File: config.mk
export PLATFORM = sky130hd
export DESIGN_NAME = lock_attempt_ctrl
export DESIGN_NICKNAME = d
export VERILOG_FILES = /design/src/rtl/lock_attempt_ctrl.sv
export SDC_FILE = /design/constraint.sdc
export NUM_CORES = 1
export LEC_CHECK = 0
export ABC_AREA = 0
export CORE_ASPECT_RATIO = 1.2
export CORE_UTILIZATION = 28
export DETAILED_ROUTE_END_ITERATION = 12
export PLACE_DENSITY_LB_ADDON = 0.3
export RECOVER_POWER = 25
export SLEW_MARGIN = 40
export SYNTH_ARGS = -nofsm -noshare
export SYNTH_HDL_FRONTEND = slang
export SYNTH_SLANG_ARGS = --single-unit
File: constraint.sdc
create_clock -name clk -period 1.96 [get_ports clk]
set_input_delay 0.392 -clock clk [delete_from_list [all_inputs] [get_ports clk]]
set_output_delay 0.392 -clock clk [all_outputs]
set_load 0.05 [all_outputs]
File: src/rtl/lock_attempt_ctrl.sv
// Door-unlock / failed-attempt lockout controller fed by the password detector's
// one-cycle result pulses; gates the detector off while unlocked or locked out.
module lock_attempt_ctrl #(
    parameter int MAX_FAILS      = 3,
    parameter int UNLOCK_CYCLES  = 256,
    parameter int LOCKOUT_CYCLES = 1024
) (
    input  logic                             clk,
    input  logic                             rstn,
    input  logic                             i_res_correct,
    input  logic                             i_res_incorrect,
    input  logic                             i_relock,
    output logic                             o_det_enable,
    output logic                             o_unlock,
    output logic                             o_locked_out,
    output logic                             o_alarm,
    output logic [$clog2(MAX_FAILS+1)-1:0]   o_fail_cnt
);

    localparam int FAIL_W  = $clog2(MAX_FAILS + 1);
    localparam int TMR_MAX = (UNLOCK_CYCLES > LOCKOUT_CYCLES) ? UNLOCK_CYCLES : LOCKOUT_CYCLES;
    localparam int TMR_W   = $clog2(TMR_MAX + 1);

    localparam logic [1:0] ST_ARMED    = 2'b00;
    localparam logic [1:0] ST_UNLOCKED = 2'b01;
    localparam logic [1:0] ST_LOCKOUT  = 2'b10;

    localparam logic [FAIL_W-1:0] FAIL_MAX  = FAIL_W'(MAX_FAILS);
    localparam logic [FAIL_W-1:0] FAIL_LAST = FAIL_W'(MAX_FAILS - 1);
    localparam logic [TMR_W-1:0]  TMR_UNL   = TMR_W'(UNLOCK_CYCLES - 1);
    localparam logic [TMR_W-1:0]  TMR_LOCK  = TMR_W'(LOCKOUT_CYCLES - 1);
    localparam logic [TMR_W-1:0]  TMR_ZERO  = {TMR_W{1'b0}};
    localparam logic [TMR_W-1:0]  TMR_ONE   = TMR_W'(1);

    logic [1:0]        r_state;
    logic [TMR_W-1:0]  r_timer;
    logic [FAIL_W-1:0] r_fail_cnt;
    logic              r_det_enable;
    logic              r_unlock;
    logic              r_locked_out;
    logic              r_alarm;

    logic [1:0]        w_state_nxt;
    logic [TMR_W-1:0]  w_timer_nxt;
    logic [FAIL_W-1:0] w_fail_nxt;
    logic              w_det_enable_nxt;
    logic              w_unlock_nxt;
    logic              w_locked_out_nxt;
    logic              w_alarm_nxt;

    // State, window timer and failure counter registers
    always_ff @(posedge clk or negedge rstn) begin
        if (!rstn) begin
            r_state    <= ST_ARMED;
            r_timer    <= TMR_ZERO;
            r_fail_cnt <= {FAIL_W{1'b0}};
        end else begin
            r_state    <= w_state_nxt;
            r_timer    <= w_timer_nxt;
            r_fail_cnt <= w_fail_nxt;
        end
    end

    // Next-state, timer and failure-count logic
    always_comb begin
        w_state_nxt = r_state;
        w_timer_nxt = r_timer;
        w_fail_nxt  = r_fail_cnt;
        case (r_state)
            ST_ARMED: begin
                // A simultaneous correct+incorrect pair counts as a failure
                if (i_res_incorrect) begin
                    if (r_fail_cnt >= FAIL_LAST) begin
                        w_state_nxt = ST_LOCKOUT;
                        w_timer_nxt = TMR_LOCK;
                        w_fail_nxt  = FAIL_MAX;
                    end else begin
                        w_fail_nxt  = r_fail_cnt + FAIL_W'(1);
                    end
                end else if (i_res_correct) begin
                    w_state_nxt = ST_UNLOCKED;
                    w_timer_nxt = TMR_UNL;
                    w_fail_nxt  = {FAIL_W{1'b0}};
                end else begin
                    w_state_nxt = ST_ARMED;
                end
            end
            ST_UNLOCKED: begin
                if (i_relock || (r_timer == TMR_ZERO)) begin
                    w_state_nxt = ST_ARMED;
                end else begin
                    w_timer_nxt = r_timer - TMR_ONE;
                end
            end
            ST_LOCKOUT: begin
                if (r_timer == TMR_ZERO) begin
                    w_state_nxt = ST_ARMED;
                    w_fail_nxt  = {FAIL_W{1'b0}};
                end else begin
                    w_timer_nxt = r_timer - TMR_ONE;
                end
            end
            default: begin
                w_state_nxt = ST_ARMED;
                w_timer_nxt = TMR_ZERO;
                w_fail_nxt  = {FAIL_W{1'b0}};
            end
        endcase
    end

    // Output values decoded from the upcoming state so they register in step with it
    always_comb begin
        w_det_enable_nxt = 1'b0;
        w_unlock_nxt     = 1'b0;
        w_locked_out_nxt = 1'b0;
        w_alarm_nxt      = 1'b0;
        case (w_state_nxt)
            ST_ARMED:    w_det_enable_nxt = 1'b1;
            ST_UNLOCKED: w_unlock_nxt     = 1'b1;
            ST_LOCKOUT: begin
                w_locked_out_nxt = 1'b1;
                w_alarm_nxt      = (r_state == ST_ARMED);
            end
            default:     w_det_enable_nxt = 1'b1;
        endcase
    end

    // Registered outputs
    always_ff @(posedge clk or negedge rstn) begin
        if (!rstn) begin
            r_det_enable <= 1'b1;
            r_unlock     <= 1'b0;
            r_locked_out <= 1'b0;
            r_alarm      <= 1'b0;
        end else begin
            r_det_enable <= w_det_enable_nxt;
            r_unlock     <= w_unlock_nxt;
            r_locked_out <= w_locked_out_nxt;
            r_alarm      <= w_alarm_nxt;
        end
    end

    assign o_det_enable = r_det_enable;
    assign o_unlock     = r_unlock;
    assign o_locked_out = r_locked_out;
    assign o_alarm      = r_alarm;
    assign o_fail_cnt   = r_fail_cnt;

endmodule

Yosys cells after proc, flatten, opt, wreduce, memory -nomap -nowiden
Cells that the tools add are included.
{"block": "totals", "ff_bits": 19, "ramBits": 0, "input_bits": 5, "mem_bits_ro": 0, "n_memories": 0, "latchBits": 0}
{"block": "op_classes", "n_mux": 21, "reduce_logical": 6, "div_mod_pow": 0, "bitwise": 1, "n_shift": 0, "multipliers": 0, "magnitude_cmp": 1, "n_addsub": 2, "n_eq_ne": 9}
{"operator": "2-to-1 mux 11 bit", "n": 5}
{"operator": "case mux 11 bit (3 select lines)", "n": 1}
{"operator": "2-to-1 mux 2 bit", "n": 8}
{"operator": "case mux 2 bit (3 select lines)", "n": 2}
{"operator": "logical NOT 11 bit", "n": 1}
{"operator": "subtractor 11 x 1 -> 11 bit, second input constant", "n": 1}
{"operator": "inequality test 2 bit, second input constant", "n": 3}
{"operator": "inequality test 3 bit, second input constant", "n": 2}
{"operator": "2-to-1 mux 1 bit", "n": 5}
{"operator": "equality test 2 x 1 -> 1 bit, second input constant", "n": 2}
{"operator": "equality test 2 bit, second input constant", "n": 2}
{"operator": "AND reduction 4 bit", "n": 1}
{"operator": "AND reduction 3 bit", "n": 1}
{"operator": "adder 2 x 1 -> 2 bit, second input constant", "n": 1}
{"operator": "greater-or-equal comparator 2 bit, second input constant", "n": 1}
{"operator": "logical NOT 2 bit", "n": 1}
{"operator": "OR reduction 2 bit", "n": 1}
{"operator": "logical OR 1 bit", "n": 1}
{"operator": "NOT 1 bit", "n": 1}

Longest topological paths before layout
{"block": "logic_depth", "word_depth": 7, "ltp_mapped": 9, "mapped_depth_nobuf": 9}

Worst setup path before layout
Ideal clock, no wire load.
{"block": "synth_path", "path_kind": "reg-to-reg", "start": "reg r_timer[0]", "end": "reg r_alarm, in the netlist o_alarm", "n_path_buf": 0, "setup_ns": 0.119, "path_stages_with_launch": 10, "path_slack_ns": 0.237, "period_less_slack_ns": 1.723, "required_ns": 1.841, "arrival_ns": 1.604, "cell_sequence": "dfrtp_1 -> inv_1 -> ha_1 -> nor3b_1 -> nand3_2 -> o21ai_0 -> a21o_1 -> a21oi_1 -> ha_1 -> and2_1"}
{"block": "synth_between", "elab_chain_len": 6, "word_cells_on_any_way": 7, "cone_classes": "1 x eq/ne; 4 x mux; 2 x reduce/logical"}
{"element": "from (decl)", "line": "36", "rtl": "logic [TMR_W-1:0] r_timer;"}
{"element": "from (signal assigned)", "line": "59", "rtl": "r_timer <= w_timer_nxt;"}
{"element": "logical NOT 11 bit (*)", "line": "89, 96"}
{"element": "logical OR 1 bit", "line": "89", "rtl": "if (i_relock || (r_timer == TMR_ZERO)) begin"}
{"element": "2-to-1 mux 2 bit", "line": "89"}
{"element": "case mux 2 bit (3 select lines) (*)", "line": "69", "rtl": "case (r_state)"}
{"element": "named net w_state_nxt[1]", "line": "43", "rtl": "logic [1:0] w_state_nxt;"}
{"element": "equality test 2 bit (*)", "line": "117", "rtl": "case (w_state_nxt)"}
{"element": "2-to-1 mux 1 bit (*)", "line": "117"}
{"element": "named net w_alarm_nxt", "line": "49", "rtl": "logic w_alarm_nxt;"}
{"element": "to (signal assigned)", "line": "139", "rtl": "r_alarm <= w_alarm_nxt;"}
{"element": "to (decl)", "line": "41", "rtl": "logic r_alarm;"}
The timed path passes the listed nets; every way through them passes the cells marked *.
A chain may end at the register's enable or synchronous reset.

Worst setup path in the final report
{"block": "layout_path", "start": "reg r_fail_cnt[0], in the netlist o_fail_cnt[0]", "end": "out o_fail_cnt[0]"}
{"element": "from (decl)", "line": "37", "rtl": "logic [FAIL_W-1:0] r_fail_cnt;"}
{"element": "from (signal assigned)", "line": "56", "rtl": "r_fail_cnt <= {FAIL_W{1'b0}};"}
{"element": "from (signal assigned)", "line": "60", "rtl": "r_fail_cnt <= w_fail_nxt;"}
{"element": "to (decl)", "line": "17", "rtl": "output logic [$clog2(MAX_FAILS+1)-1:0] o_fail_cnt"}
No word-level cell between the ends.

==> run_results.csv <==
group,metric,value,unit
clock_network,cts_tree,"done",
clock_network,numCtsBuffers,3,
logic_synthesis,ys_warn_count,0,
placed_design,dp_slack,-0.0159,ns
floorplan,core_area,3720,um^2
setup_path,crit_path_end_kind,"output pin",
cells_and_area,syn2layout_area_growth,23.4,%
clock_network,cts_num_sinks,19,
setup_path,worst_path_largest_cell_delay,0.82,ns
setup_path,path_depth,1,
placed_design,gp_congestion,0.786,
route,viasPerCell,4.96,
clock_network,post_cts_buffers,0,
power_and_ir_drop,swShare,48.7,%
setup_path,crit_buf_inv,1,
setup_path,worstSetupStartpoint,"o_fail_cnt[0]",
timing,fmax,541,MHz
logic_synthesis,avgSynthCellArea,9.07,um^2
min_path,holdPathStages,2,
logic_synthesis,yosysSeqAreaShare,42.7,%
logic_synthesis,syn_nets,136,
global_route,overflow,0,
floorplan,die_h,71.2,um
cells_and_area,diodes,0,
global_route,track_usage,13.5,%
route,dr.pass1.iters,4,
logic_synthesis,synth-seq-cells,19,
timing,maxSlewViolCount,0,
route,ant_nets,0,
setup_path,cp_slowest_cell,"clkdlybuf4s50_1",
power_and_ir_drop,p_seq_share,29.0,%
timing,period_share,94.4,%
timing,timing.setup.tns,0,ns
power_and_ir_drop,internal-power,1.35,mW
clock_network,cts_buffer_depth,2,
route,num_vias,958,
timing,timing.final.crit_period,1.85,ns
min_path,hold_class,"flip-flop to flip-flop",
clock_network,cts-resized-gates,0,
timing,hold_violations,0,
route,drtIter0Drc,36,
global_route,grt_pass1_wl,4.36,mm
timing,rsz0062_at_grt,"false",
setup_path,crit_type,"flip-flop to output pin",
timing,worst_clock_skew,0.000809,ns
cells_and_area,final_cell_area,1380,um^2
min_path,min_from,"r_timer[5]",
setup_path,r2r_cells,9,
setup_path,crit-reg2reg-launch,"r_timer[0]",
setup_path,cp.required,1.57,ns
route,wl_per_cell,13.0,um
power_and_ir_drop,ir_worst_vdd,0.000832,V
logic_synthesis,netlist_area,1120,um^2
setup_path,crit_fanout,4,
timing,finalSetupViolCount,0,
clock_network,root_buffer,"clkbuf_8",
logic_synthesis,synthDistinctLibCells,30,
power_and_ir_drop,p_switching,1.28,mW
cells_and_area,final_util,37.0,%
timing,worst_pin_slew,1.07,ns
setup_path,start_kind,"flip-flop",
timing,relSlewSlack,28.3,%
setup_path,crit_chain,"clkdlybuf4s50_1",
clock_network,clk_latency,0.26,ns
placed_design,placed_area,1330,um^2
power_and_ir_drop,total_power,2.62,mW
setup_path,critPathTopFamily,"buffers and inverters",
floorplan,ioPinCount,11,
power_and_ir_drop,p_leak,0.603,nW
job,maxCapViolCount,0,
cells_and_area,final_layout_size_suffix_gt1_share,14.9,%
setup_path,critPathArrivalTime,1.46,ns
clock_network,htreeDepth,1,
power_and_ir_drop,pwr-share-clk,10.8,%
floorplan,start_util,30.0,%
route,routed_wl,2.52,mm
cells_and_area,final_nets,155,
logic_synthesis,synth_cells,123,
global_route,grt_pass1_vias,1011,
floorplan,fp.dieArea,4240,um^2
placed_design,port_buffers,10,
power_and_ir_drop,p_comb_share,60.2,%
timing,fin_ws,0.110,ns
outcome,status,"finished clean",
floorplan,die_x,59.6,um
power_and_ir_drop,cellPowerDensity,1910,nW/um^2
clock_network,clk_pin_slew_worst_paths,0.07,ns
cells_and_area,nFillCells,403,
placed_design,hpwlAfterDp,1.81,mm
global_route,grt_max_degree,20,
clock_network,hold_buffers,0,
floorplan,rows,24,
global_route,antenna_found_initial,0,
route,drc,0,
## cell usage after synthesis
master      n  area share [%]
o21ai_0    20             9.0
dfrtp_1    18              40
a21oi_1    14             6.3
inv_1      10             3.4
ha_1        8             9.0
nor2_1      7             2.4
a31oi_1     5             2.8
clkbuf_1    5             1.7
nand2_1     4             1.3
nor2b_1     3             1.7
nor3_1      3             1.3
a21o_1      2             1.3
a32oi_1     2             1.6
and2_1      2             1.1
buf_4       2             1.3
nand3_1     2            0.90
nor3b_1     2             1.3
o21ai_1     2            0.90
a211o_1     1            0.78
a211oi_2    1             1.1
and2_0      1            0.56
dfstp_2     1             2.4
mux2_1      1             1.0
nand2b_1    1            0.56
nand3_2     1            0.90
nor4_4      1             1.9
o2111ai_1   1            0.78
o211ai_2    1             1.1
o31ai_1     1            0.67
or2_1       1            0.56
## flip-flops by register name, summed over array words and instances, names as in the netlist
name and flops:
o_locked_out 1, r_state 2, o_alarm 1, o_fail_cnt 2
o_unlock 1, r_timer 11, o_det_enable 1
## power groups by stage
stage	logic, mW	registers [mW]	clock network [mW]
floorplan	0.974	0.914	0
global placement	1.53	0.751	0
detailed placement	1.57	0.761	0
CTS	1.57	0.755	0.294
global route	1.80	0.786	0.308
finish	1.58	0.761	0.282
## routing by layer
layer | up-vias | share of wire, % | wire length, um | global-route usage [%]
li1 | 468 | - | - | -
met1 | 466 | 46 | 1160 | 15.8
met2 | 20 | 49 | 1240 | 23.5
met3 | 4 | 3.3 | 84 | 3.29
met4 | 0 | 1.3 | 32 | 4.65
met5 | - | 0 | 0 | 0
## final timing paths
path                                 end  slack (ns)
max                        o_fail_cnt[0]        0.11
min                           r_timer[5]        0.52
max reg2reg                      o_alarm        0.17
min reg2reg                   r_timer[5]        0.52
max in group asynchronous       o_unlock        0.47
min in group asynchronous     r_timer[3]        0.84
## layout make-up
cell class	count	area, um^2	area share (%)
multi-input cells	87	579	42.1
repair buffers	21	174	12.6
clock buffers	4	45.0	3.27
flip-flops and latches	19	477	34.6
well taps	52	65.1	4.72
inverters	10	37.5	2.72
## per-stage QoR
step           std cells  hold WS, ns
2_1_floorplan        123       0.0964
3_3_place_gp         189        0.491
3_5_place_dp         189        0.511
4_1_cts              193        0.474
5_1_grt              193        0.556
6_report             193        0.523
## placed cells by master, fill, tap and decap left out, types with 2 or more instances in the layout
master            n
clkbuf_1          2
o21ai_1           2
clkdlybuf4s50_1   7
nand3_1           2
nand2_1           4
ha_1              8
nor2b_1           3
o21ai_0          20
nor2_1            7
a21oi_1          14
clkbuf_8          3
nor3_1            3
and2_1            3
a21o_1            2
buf_4            12
a31oi_1           5
a32oi_1           2
dfrtp_1          18
inv_1            10
## cells by family (layout without fill, tap and decap cells)
kind of cell,count (synthesis),count (layout),synth area share (%)
simple gates,28,28,14.6
fa+ha+maj,8,8,8.97
buf+inv,17,35,6.39
flops,19,19,42.7
compound gates,50,50,26.3
mux,1,1,1.01
(Power assumes the default switching activity.)
